`src/rtl/bless_alloc_pkg.sv`:
```
// Shared defaults, port index constants and helpers for the BLESS port allocator.
package bless_alloc_pkg;

    localparam int NUM_PORT_DEF = 4;
    localparam int NUM_FLIT_DEF = 4;
    localparam int CNT_W_DEF    = 16;
    localparam int POP_W        = 32;

    // Output port bit positions within a port mask
    localparam int PORT_N = 3;
    localparam int PORT_E = 2;
    localparam int PORT_S = 1;
    localparam int PORT_W = 0;

    // Number of set bits in a (zero-extended) vector
    function automatic logic [POP_W-1:0] popcount(input logic [POP_W-1:0] v);
        logic [POP_W-1:0] n;
        n = '0;
        for (int i = 0; i < POP_W; i++) begin
            n = n + {{(POP_W-1){1'b0}}, v[i]};
        end
        return n;
    endfunction

endpackage

```
`src/rtl/bless_alloc_slice.sv`:
```
// Single-flit allocation step plus the MSB-first one-hot picker it uses.
import bless_alloc_pkg::*;

module bless_alloc_pick #(
    parameter int W = 4
) (
    input  logic [W-1:0] vec,
    output logic [W-1:0] onehot
);

    // Highest set bit wins: later (higher) indices overwrite earlier ones
    always_comb begin
        onehot = '0;
        for (int i = 0; i < W; i++) begin
            if (vec[i]) begin
                onehot    = '0;
                onehot[i] = 1'b1;
            end
        end
    end

endmodule

module bless_alloc_slice #(
    parameter int NUM_PORT = NUM_PORT_DEF
) (
    input  logic                valid,
    input  logic [NUM_PORT-1:0] prod,
    input  logic [NUM_PORT-1:0] free_in,
    output logic [NUM_PORT-1:0] grant,
    output logic                defl,
    output logic                ovf,
    output logic [NUM_PORT-1:0] free_out
);

    logic [NUM_PORT-1:0] req;
    logic [NUM_PORT-1:0] req_oh;
    logic [NUM_PORT-1:0] free_oh;

    assign req = prod & free_in;

    bless_alloc_pick #(.W(NUM_PORT)) u_pick_req  (.vec(req),     .onehot(req_oh));
    bless_alloc_pick #(.W(NUM_PORT)) u_pick_free (.vec(free_in), .onehot(free_oh));

    // Productive port first, otherwise deflect to any free port; invalid flits take nothing
    always_comb begin
        grant = '0;
        defl  = 1'b0;
        ovf   = 1'b0;
        if (valid) begin
            if (|req) begin
                grant = req_oh;
            end else if (|free_in) begin
                grant = free_oh;
                defl  = 1'b1;
            end else begin
                ovf = 1'b1;
            end
        end
    end

    assign free_out = free_in & ~grant;

endmodule

```
`src/rtl/bless_port_alloc.sv`:
```
// BLESS output-port allocator: chained per-flit slices, registered grants and
// saturating deflection counter. Define BLESS_ALLOC_STATS_EN to add per-port
// grant counters on output grant_cnt.
import bless_alloc_pkg::*;

module bless_port_alloc #(
    parameter int NUM_PORT = NUM_PORT_DEF,
    parameter int NUM_FLIT = NUM_FLIT_DEF,
    parameter int CNT_W    = CNT_W_DEF
) (
    input  logic                         clk,
    input  logic                         rst_n,
    input  logic [NUM_FLIT-1:0]          in_valid,
    input  logic [NUM_FLIT*NUM_PORT-1:0] in_prod,
    input  logic [NUM_PORT-1:0]          port_en,
    input  logic                         cnt_clr,
    output logic [NUM_FLIT-1:0]          out_valid,
    output logic [NUM_FLIT*NUM_PORT-1:0] out_grant,
    output logic [NUM_FLIT-1:0]          out_defl,
    output logic                         out_ovf,
    output logic [CNT_W-1:0]             defl_cnt
`ifdef BLESS_ALLOC_STATS_EN
   ,output logic [NUM_PORT*CNT_W-1:0]    grant_cnt
`endif
);

    logic [NUM_FLIT:0][NUM_PORT-1:0]   free_chain;
    logic [NUM_FLIT-1:0][NUM_PORT-1:0] grant_nxt;
    logic [NUM_FLIT-1:0]               defl_nxt;
    logic [NUM_FLIT-1:0]               ovf_nxt;

    assign free_chain[0] = port_en;

    // Flit 0 allocates first; each slice passes the remaining free mask on
    for (genvar f = 0; f < NUM_FLIT; f++) begin : g_slice
        bless_alloc_slice #(.NUM_PORT(NUM_PORT)) u_slice (
            .valid    (in_valid[f]),
            .prod     (in_prod[f*NUM_PORT +: NUM_PORT]),
            .free_in  (free_chain[f]),
            .grant    (grant_nxt[f]),
            .defl     (defl_nxt[f]),
            .ovf      (ovf_nxt[f]),
            .free_out (free_chain[f+1])
        );
    end

    logic [POP_W-1:0] pop;
    logic [CNT_W:0]   defl_sum;
    logic [CNT_W-1:0] defl_cnt_nxt;

    // Saturating add of this cycle's deflections; one spare bit catches the carry
    always_comb begin
        pop          = popcount({{(POP_W-NUM_FLIT){1'b0}}, defl_nxt});
        defl_sum     = {1'b0, defl_cnt} + pop[CNT_W:0];
        defl_cnt_nxt = defl_sum[CNT_W] ? {CNT_W{1'b1}} : defl_sum[CNT_W-1:0];
    end

    // Result registers and deflection counter, clear beats increment
    always_ff @(posedge clk or negedge rst_n) begin
        if (!rst_n) begin
            out_valid <= '0;
            out_grant <= '0;
            out_defl  <= '0;
            out_ovf   <= 1'b0;
            defl_cnt  <= '0;
        end else begin
            out_valid <= in_valid;
            out_grant <= grant_nxt;
            out_defl  <= defl_nxt;
            out_ovf   <= |ovf_nxt;
            defl_cnt  <= cnt_clr ? '0 : defl_cnt_nxt;
        end
    end

`ifdef BLESS_ALLOC_STATS_EN
    // Grants are disjoint, so each port sees at most one grant per cycle
    for (genvar p = 0; p < NUM_PORT; p++) begin : g_stat
        logic port_hit;
        always_comb begin
            port_hit = 1'b0;
            for (int f = 0; f < NUM_FLIT; f++) begin
                port_hit = port_hit | grant_nxt[f][p];
            end
        end

        // Per-port saturating grant counter
        always_ff @(posedge clk or negedge rst_n) begin
            if (!rst_n) begin
                grant_cnt[p*CNT_W +: CNT_W] <= '0;
            end else if (cnt_clr) begin
                grant_cnt[p*CNT_W +: CNT_W] <= '0;
            end else if (port_hit && (grant_cnt[p*CNT_W +: CNT_W] != {CNT_W{1'b1}})) begin
                grant_cnt[p*CNT_W +: CNT_W] <= grant_cnt[p*CNT_W +: CNT_W] + 1'b1;
            end
        end
    end
`endif

endmodule

```
`config.mk`:
```
export PLATFORM = sky130hd
export DESIGN_NAME = bless_port_alloc
export DESIGN_NICKNAME = d
export VERILOG_FILES = /design/src/rtl/bless_alloc_pkg.sv /design/src/rtl/bless_alloc_slice.sv /design/src/rtl/bless_port_alloc.sv
export SDC_FILE = /design/constraint.sdc
export NUM_CORES = 1
export LEC_CHECK = 0
export ABC_AREA = 1
export CAP_MARGIN = 20
export CORE_MARGIN = 2
export CORE_UTILIZATION = 30
export DETAILED_ROUTE_END_ITERATION = 8
export GPL_TIMING_DRIVEN = 0
export HOLD_SLACK_MARGIN = 0.05
export PLACE_DENSITY = 0.55
export SETUP_SLACK_MARGIN = 0.3
export SLEW_MARGIN = 25
export SYNTH_ARGS = -nofsm -noshare
export SYNTH_HDL_FRONTEND = slang
export SYNTH_SLANG_ARGS = --single-unit
```
`constraint.sdc`:
```
create_clock -name clk -period 3 [get_ports clk]
set_clock_uncertainty 0.05 [all_clocks]
set_input_delay 0.6 -clock clk [delete_from_list [all_inputs] [get_ports clk]]
set_output_delay 0.6 -clock clk [all_outputs]
set_load 0.1 [all_outputs]
```
==> impl_metrics.env <==
export IMPL_crit_cells=30
export IMPL_dpl_hpwl_mm=4.36
export IMPL_cp_endpoint="defl_cnt[13]"
export IMPL_arrival_ps=4570
export IMPL_avgSynthCellArea_um2=8.04
export IMPL_worst_pin_slew_ps=1010
export IMPL_die_x_um=91.2
export IMPL_finalHoldViolations=0
export IMPL_track_usage_pct=15.4
export IMPL_worstPathRequired_ps=3180
export IMPL_num_antenna_cells=0
export IMPL_dpl_worst_slack_ps=-2430
export IMPL_relSlewSlack_pct=32.2
export IMPL_clock_latency_ps=290
export IMPL_cts_hold_buffers_added=0
export IMPL_drtPass1Iterations=4
export IMPL_drc=0
export IMPL_synth_enable_flop_cells=0
export IMPL_critPathCaptureType="flop"
export IMPL_clock_sinks=41
export IMPL_final_util_pct=54.2
export IMPL_syn2layout_area_growth_pct=74.1
export IMPL_ioPinCount=68
export IMPL_synthCells=284
export IMPL_routed_via_count=2303
export IMPL_rsz0062_at_grt="true"
export IMPL_overflow=0
export IMPL_p_leak_nw=1.94
export IMPL_chipHeight_um=91.2
export IMPL_dieArea_mm2=0.00833
export IMPL_timing_rr_start="defl_cnt[0]"
export IMPL_core_area_mm2=0.00733
export IMPL_yosysWarnings=0
export IMPL_synth_cell_types=30
export IMPL_synthAdderAreaFrac_pct=3.18
export IMPL_synthSimpleGateAreaFrac_pct=31.0
export IMPL_cpLargestDelayFamily="simple AND/OR/NAND/NOR gates"
export IMPL_drtIter0Drc=81
export IMPL_setup_violations=16
export IMPL_cpMaxStageDelayCell="fa_1"
export IMPL_place_gp_congestion=0.816
export IMPL_clockBufferDepth=2
export IMPL_portBuffers=67
export IMPL_ys_async_sr_fraction_pct=100
export IMPL_critical_path_max_stage_delay_ps=480
export IMPL_synth_area_mux_share_pct=0
export IMPL_synthFlopType="dfrtp_1"
export IMPL_timing_final_ws_setup_ps=-1390
export IMPL_grt_max_degree=25
export IMPL_rows=31
export IMPL_post_route_period_util_pct=146
export IMPL_grt_pass1_vias=2298
export IMPL_synth_top_cell_by_area="dfrtp_1"
export IMPL_crit_path_start_kind="input port"
export IMPL_synth_ff_latch_count=41
export IMPL_worstSetupPathType="input port to flop"
export IMPL_hold_class="input port to async pin"
export IMPL_fin_crit_ps=4390
export IMPL_p_per_area_mw_per_mm2=474
export IMPL_ys_top_cells_by_area="dfrtp_1, nand2_1, inv_1"
export IMPL_grt_pass1_wl_mm=10.3
export IMPL_clkTransAtPathRegs_ps=80
export IMPL_synth_seq_area_share_pct=44.9
export IMPL_outcome="finished, violations left"
export IMPL_nFillCells=641
export IMPL_cp_num_buf_inv=6
export IMPL_synth_area_mm2=0.00228
export IMPL_violations="setup timing"
export IMPL_startpoint="port_en[1]"
export IMPL_ir_drop_mv=0.202
export IMPL_layout_nets=433
export IMPL_wl_mm=6.58
export IMPL_antenna_found_initial=0
export IMPL_synth_xor_area_share_pct=3.45
export IMPL_holdWs_ps=198
export IMPL_antenna_left=0
export IMPL_cts_inserted_buffers=5
export IMPL_maxCapViolations=0
export IMPL_wl_per_cell_um=13.1
export IMPL_cp_max_fo=5
export IMPL_synth_compound_area_share_pct=8.11
export IMPL_r2r_end="defl_cnt[13]"
export IMPL_r2r_setup_slack_ps=-60
export IMPL_yosysTopAreaCellShare_pct=44.9
export IMPL_synthesis_nets=315
export IMPL_finalSetupTns_ps=-21390
export IMPL_rr_worst_depth=17
export IMPL_fmax_mhz=228
export IMPL_synth_top_family_by_area="simple AND/OR/NAND/NOR gates"
export IMPL_drv_slew=0
export IMPL_cts_tree="done"
export IMPL_start_util_pct=31.1
export IMPL_drive_above_1_share_pct=42.0
export IMPL_root_buffer="clkbuf_8"
export IMPL_h_tree_depth=2
export IMPL_vias_per_cell=4.60
[routing by layer]
layer	GRT usage, %	share of wire, %	vias to the layer above
li1	-	-	1134
met1	19.5	42	1100
met2	26.5	52	58
met3	2.82	3.5	11
met4	5.05	2.0	0
met5	0	0	-
[metrics by stage]
step / cells / total power [mW] / cell area [um2]
floorplan: 284 / 1.14 / 2380
global placement: 450 / 1.33 / 3180
detailed placement: 451 / 1.34 / 3190
CTS: 487 / 1.84 / 3660
global route: 501 / 1.98 / 3980
finish: 501 / 1.89 / 3980
[logic make-up (layout without fill, tap and decap cells)]
logic type	after synthesis	in the layout
AND/OR/NAND/NOR	142	142
XOR/XNOR	9	9
flip-flops	41	41
adder cells (fa/ha/maj)	4	4
AO/OA/AOI/OAI	31	31
buffers and inverters	57	175
[synth_stat cells (2+ instances only)]
master   number
inv_2         2
nand3_1      17
nor4_1        3
nand2_1      54
nor3_1       14
a21oi_1      14
xor2_1        6
fa_1          3
xnor2_1       3
nand3_2      10
dfrtp_1      41
inv_1        53
nand4_1       4
nor2_4        3
o21ai_1       2
o21ai_2       2
nand2_2      12
o21ai_0       6
nor2_1       24
[layout make-up]
| cell class | count | area [um2] | share of cell area (%) |
|---|---|---|---|
| Buffer | 1 | 3.75 | 0.0944 |
| Timing Repair Buffer | 111 | 1050 | 26.3 |
| Tap cell | 99 | 124 | 3.12 |
| Clock buffer | 5 | 68.8 | 1.73 |
| Multi-Input combinational cell | 186 | 1460 | 36.6 |
| Clock inverter | 2 | 35.0 | 0.881 |
| Inverter | 56 | 215 | 5.41 |
| Sequential cell | 41 | 1030 | 25.8 |
[report_power, final]
part | internal, mW | switching, mW
combinational | 0.265 | 0.570
clock | 0.242 | 0.190
sequential | 0.594 | 0.0262
total | 1.10 | 0.786
[sequential cells by signal, summed over array words and instances (netlist names)]
register	cells
defl_cnt	16
out_defl	4
out_grant	16
out_ovf	1
out_valid	4
[placed cells by master, fill, tap and decap left out, types with 2 or more instances in the layout]
master           Yosys  routed
nor2_1              24      15
a21oi_2              1      12
buf_6                0       9
nand2_1             54      27
clkdlybuf4s50_1      0      56
clkbuf_8             0       5
buf_8                0       2
buf_12               0       2
nand3_1             17       9
nor2_4               3       5
nand2_8              0       2
nor2_2               0       7
o21ai_1              2       6
nand4_1              4       4
a21oi_1             14       2
nand2_2             12      28
nor3_2               0       2
nor3_4               0       5
xnor2_1              3       3
dfrtp_1             41      41
buf_4                0      39
o21ai_2              2       2
inv_1               53      44
buf_2                0       2
nand3_2             10      13
nand3_4              0       5
xor2_1               6       6
inv_2                2       9
inv_4                0       2
nor4_1               3       2
nand2_4              0       9
fa_2                 0       2
nor3_1              14       7
[how the worst min path moves through the flow]
| stage | startpoint | endpoint | slack (ps) | cells after the start |
|---|---|---|---|---|
| after CTS | rst_n | defl_cnt[8] | 210 | 1 |
| after detailed placement | rst_n | defl_cnt[3] | 520 | 1 |
| after floorplan | rst_n | defl_cnt[0] | 250 | 0 |
| after global routing | rst_n | defl_cnt[3] | 210 | 1 |
| final | rst_n | defl_cnt[8] | 200 | 1 |
| after global placement | defl_cnt[12] | defl_cnt[12] | 540 | 2 |
[repair_timing]
action	in CTS	in global routing
pin swaps	33	35
setup endpoints to repair	22	20
setup buffers	29	14
resized for setup	93	53
No activity file was read; power rests on OpenSTA's default activity.
==> patch (config.mk and constraints unchanged) <==
`CNT_W_DEF`: 16 -> 20.
--- a/src/rtl/bless_alloc_pkg.sv
+++ b/src/rtl/bless_alloc_pkg.sv
@@ -3,7 +3,7 @@
 
     localparam int NUM_PORT_DEF = 4;
     localparam int NUM_FLIT_DEF = 4;
-    localparam int CNT_W_DEF    = 16;
+    localparam int CNT_W_DEF    = 20;
     localparam int POP_W        = 32;
 
     // Output port bit positions within a port mask
Ports: changed (resized defl_cnt); port bits go from 68 to 72. The function was not compared with the original's and may differ.
==> patch against the unedited design <==
  * The run still ends with setup timing left
  * Synthesized area rose by 8.8%
  * Worst setup slack got worse by 0.41 ns
  * Synthesized cell count rose by 8.1%
  * Total power fell by 1.9%
  * Wire length rose by 9.9%
  * Final area rose by 9.3%
  * Sequential cell count rose by 4
  * Largest cell class unchanged
==> patch: results (changes against the unedited design) <==
STATUS
------------------------------------------------------------------------------------------
Outcome ..................................................................... finished, violations left
Violations in the final reports ............................................. setup timing

YOSYS
------------------------------------------------------------------------------------------
Number of instances in the synthesized netlist ..............................          307   +8.1%
Total standard cell area after synthesis .................................... 0.00248 sq mm   +8.8%
Register area share after synthesis .........................................        45.3%   +0.41 points
Synth Area in Compound Gates ................................................        8.36%   +0.25 points
Flops & latches, synth ......................................................           45   +9.8%
Share of synthesized cell area in full adder, half adder and majority cells .        2.92%   -0.26 points
Number of library cell types mapped by synthesis ............................           36   +20%
Biggest area contributors in the synthesized netlist ........................ sky130_fd_sc_hd__dfrtp_1 45%, sky130_fd_sc_hd__nand2_1 9.5%, sky130_fd_sc_hd__inv_1 7.9%
Most instantiated cells after synthesis ..................................... 63 x sky130_fd_sc_hd__nand2_1, 52 x sky130_fd_sc_hd__inv_1, 45 x sky130_fd_sc_hd__dfrtp_1

GRT
------------------------------------------------------------------------------------------
GR Util met2 ................................................................        29.3%   +2.8 points
Fraction of met3 tracks used by global routing ..............................        2.55%   -0.27 points
Maximum number of pins on one net before global-route repair ................           30   +20%
Overall Global Routing Usage ................................................        16.3%   +0.90 points

PLACEMENT
------------------------------------------------------------------------------------------
Buffers added on ports ......................................................           70   +4.5%
Worst setup timing slack at the placement stage .............................     -2.90 ns   -0.473 ns
Placer congestion estimate ..................................................        0.841   +3.1%
Instance area after placement ............................................... 0.00344 sq mm   +7.8%

WORST SETUP PATH
------------------------------------------------------------------------------------------
Worst path max stage delay ..................................................      0.50 ns   +0.02 ns
Number of cells on the worst reg-to-reg path ................................           20   +3
Critical path arrival .......................................................      4.98 ns   +0.41 ns

TIMING
------------------------------------------------------------------------------------------
Setup slack of the critical path after layout ...............................     -1.80 ns   -0.407 ns
Final setup violation count .................................................           20   +4
Worst Tran Pin Value ........................................................     0.990 ns   -0.0228 ns
Fin Hold WS .................................................................     0.186 ns   -0.0121 ns

FINISH
------------------------------------------------------------------------------------------
Signal buffers ..............................................................          125   +12%
Clock buffer and inverter area fraction after layout ........................        1.84%   -0.77 points
Clk_buf instances ...........................................................            8   +3
Proportion of cell area occupied by multi-input gates .......................        36.9%   +0.23 points
Cell Count, Final, Fillers Out ..............................................          542   +8.2%
Relative area change from synthesis to final layout .........................        75.0%
Count of multi-input combinational gates ....................................          202   +8.6%
Inverters ...................................................................           57   +1.8%

POWER AND IR DROP
------------------------------------------------------------------------------------------
Flop+latch power ............................................................   0.000676 W   +9.0%
Maximum vdd ir drop .........................................................     0.178 mV   -12%

ROUTE
------------------------------------------------------------------------------------------
Via density .................................................................         4.61   +0.38%

## patch: worst max path at each step
stage | cells after the start | from | slack (ns) | end
2_1_floorplan | 31 | in_prod[0] | -1.85 | defl_cnt[10]
3_5_place_dp | 32 | port_en[2] | -2.90 | defl_cnt[6]
4_1_cts | 32 | port_en[2] | -1.68 | defl_cnt[16]
6_report | 35 | in_prod[3] | -1.80 | defl_cnt[19]
5_1_grt | 35 | port_en[1] | -2.10 | defl_cnt[19]
3_3_place_gp | 32 | port_en[2] | -2.87 | defl_cnt[4]
## patch: repair_timing
item / 4_1_cts / 5_1_grt
setup buffers: 37 / 13
resized for setup: 106 / 49
pin swaps: 30 / 21
endpoints found under the setup margin: 26 / 26
cloned: 1 / 0
## patch: layer usage
metal,up-vias,part of all wire (%)
met5,-,0
met4,0,1.3
met3,9,3.6
met2,57,54
met1,1207,41
li1,1228,-
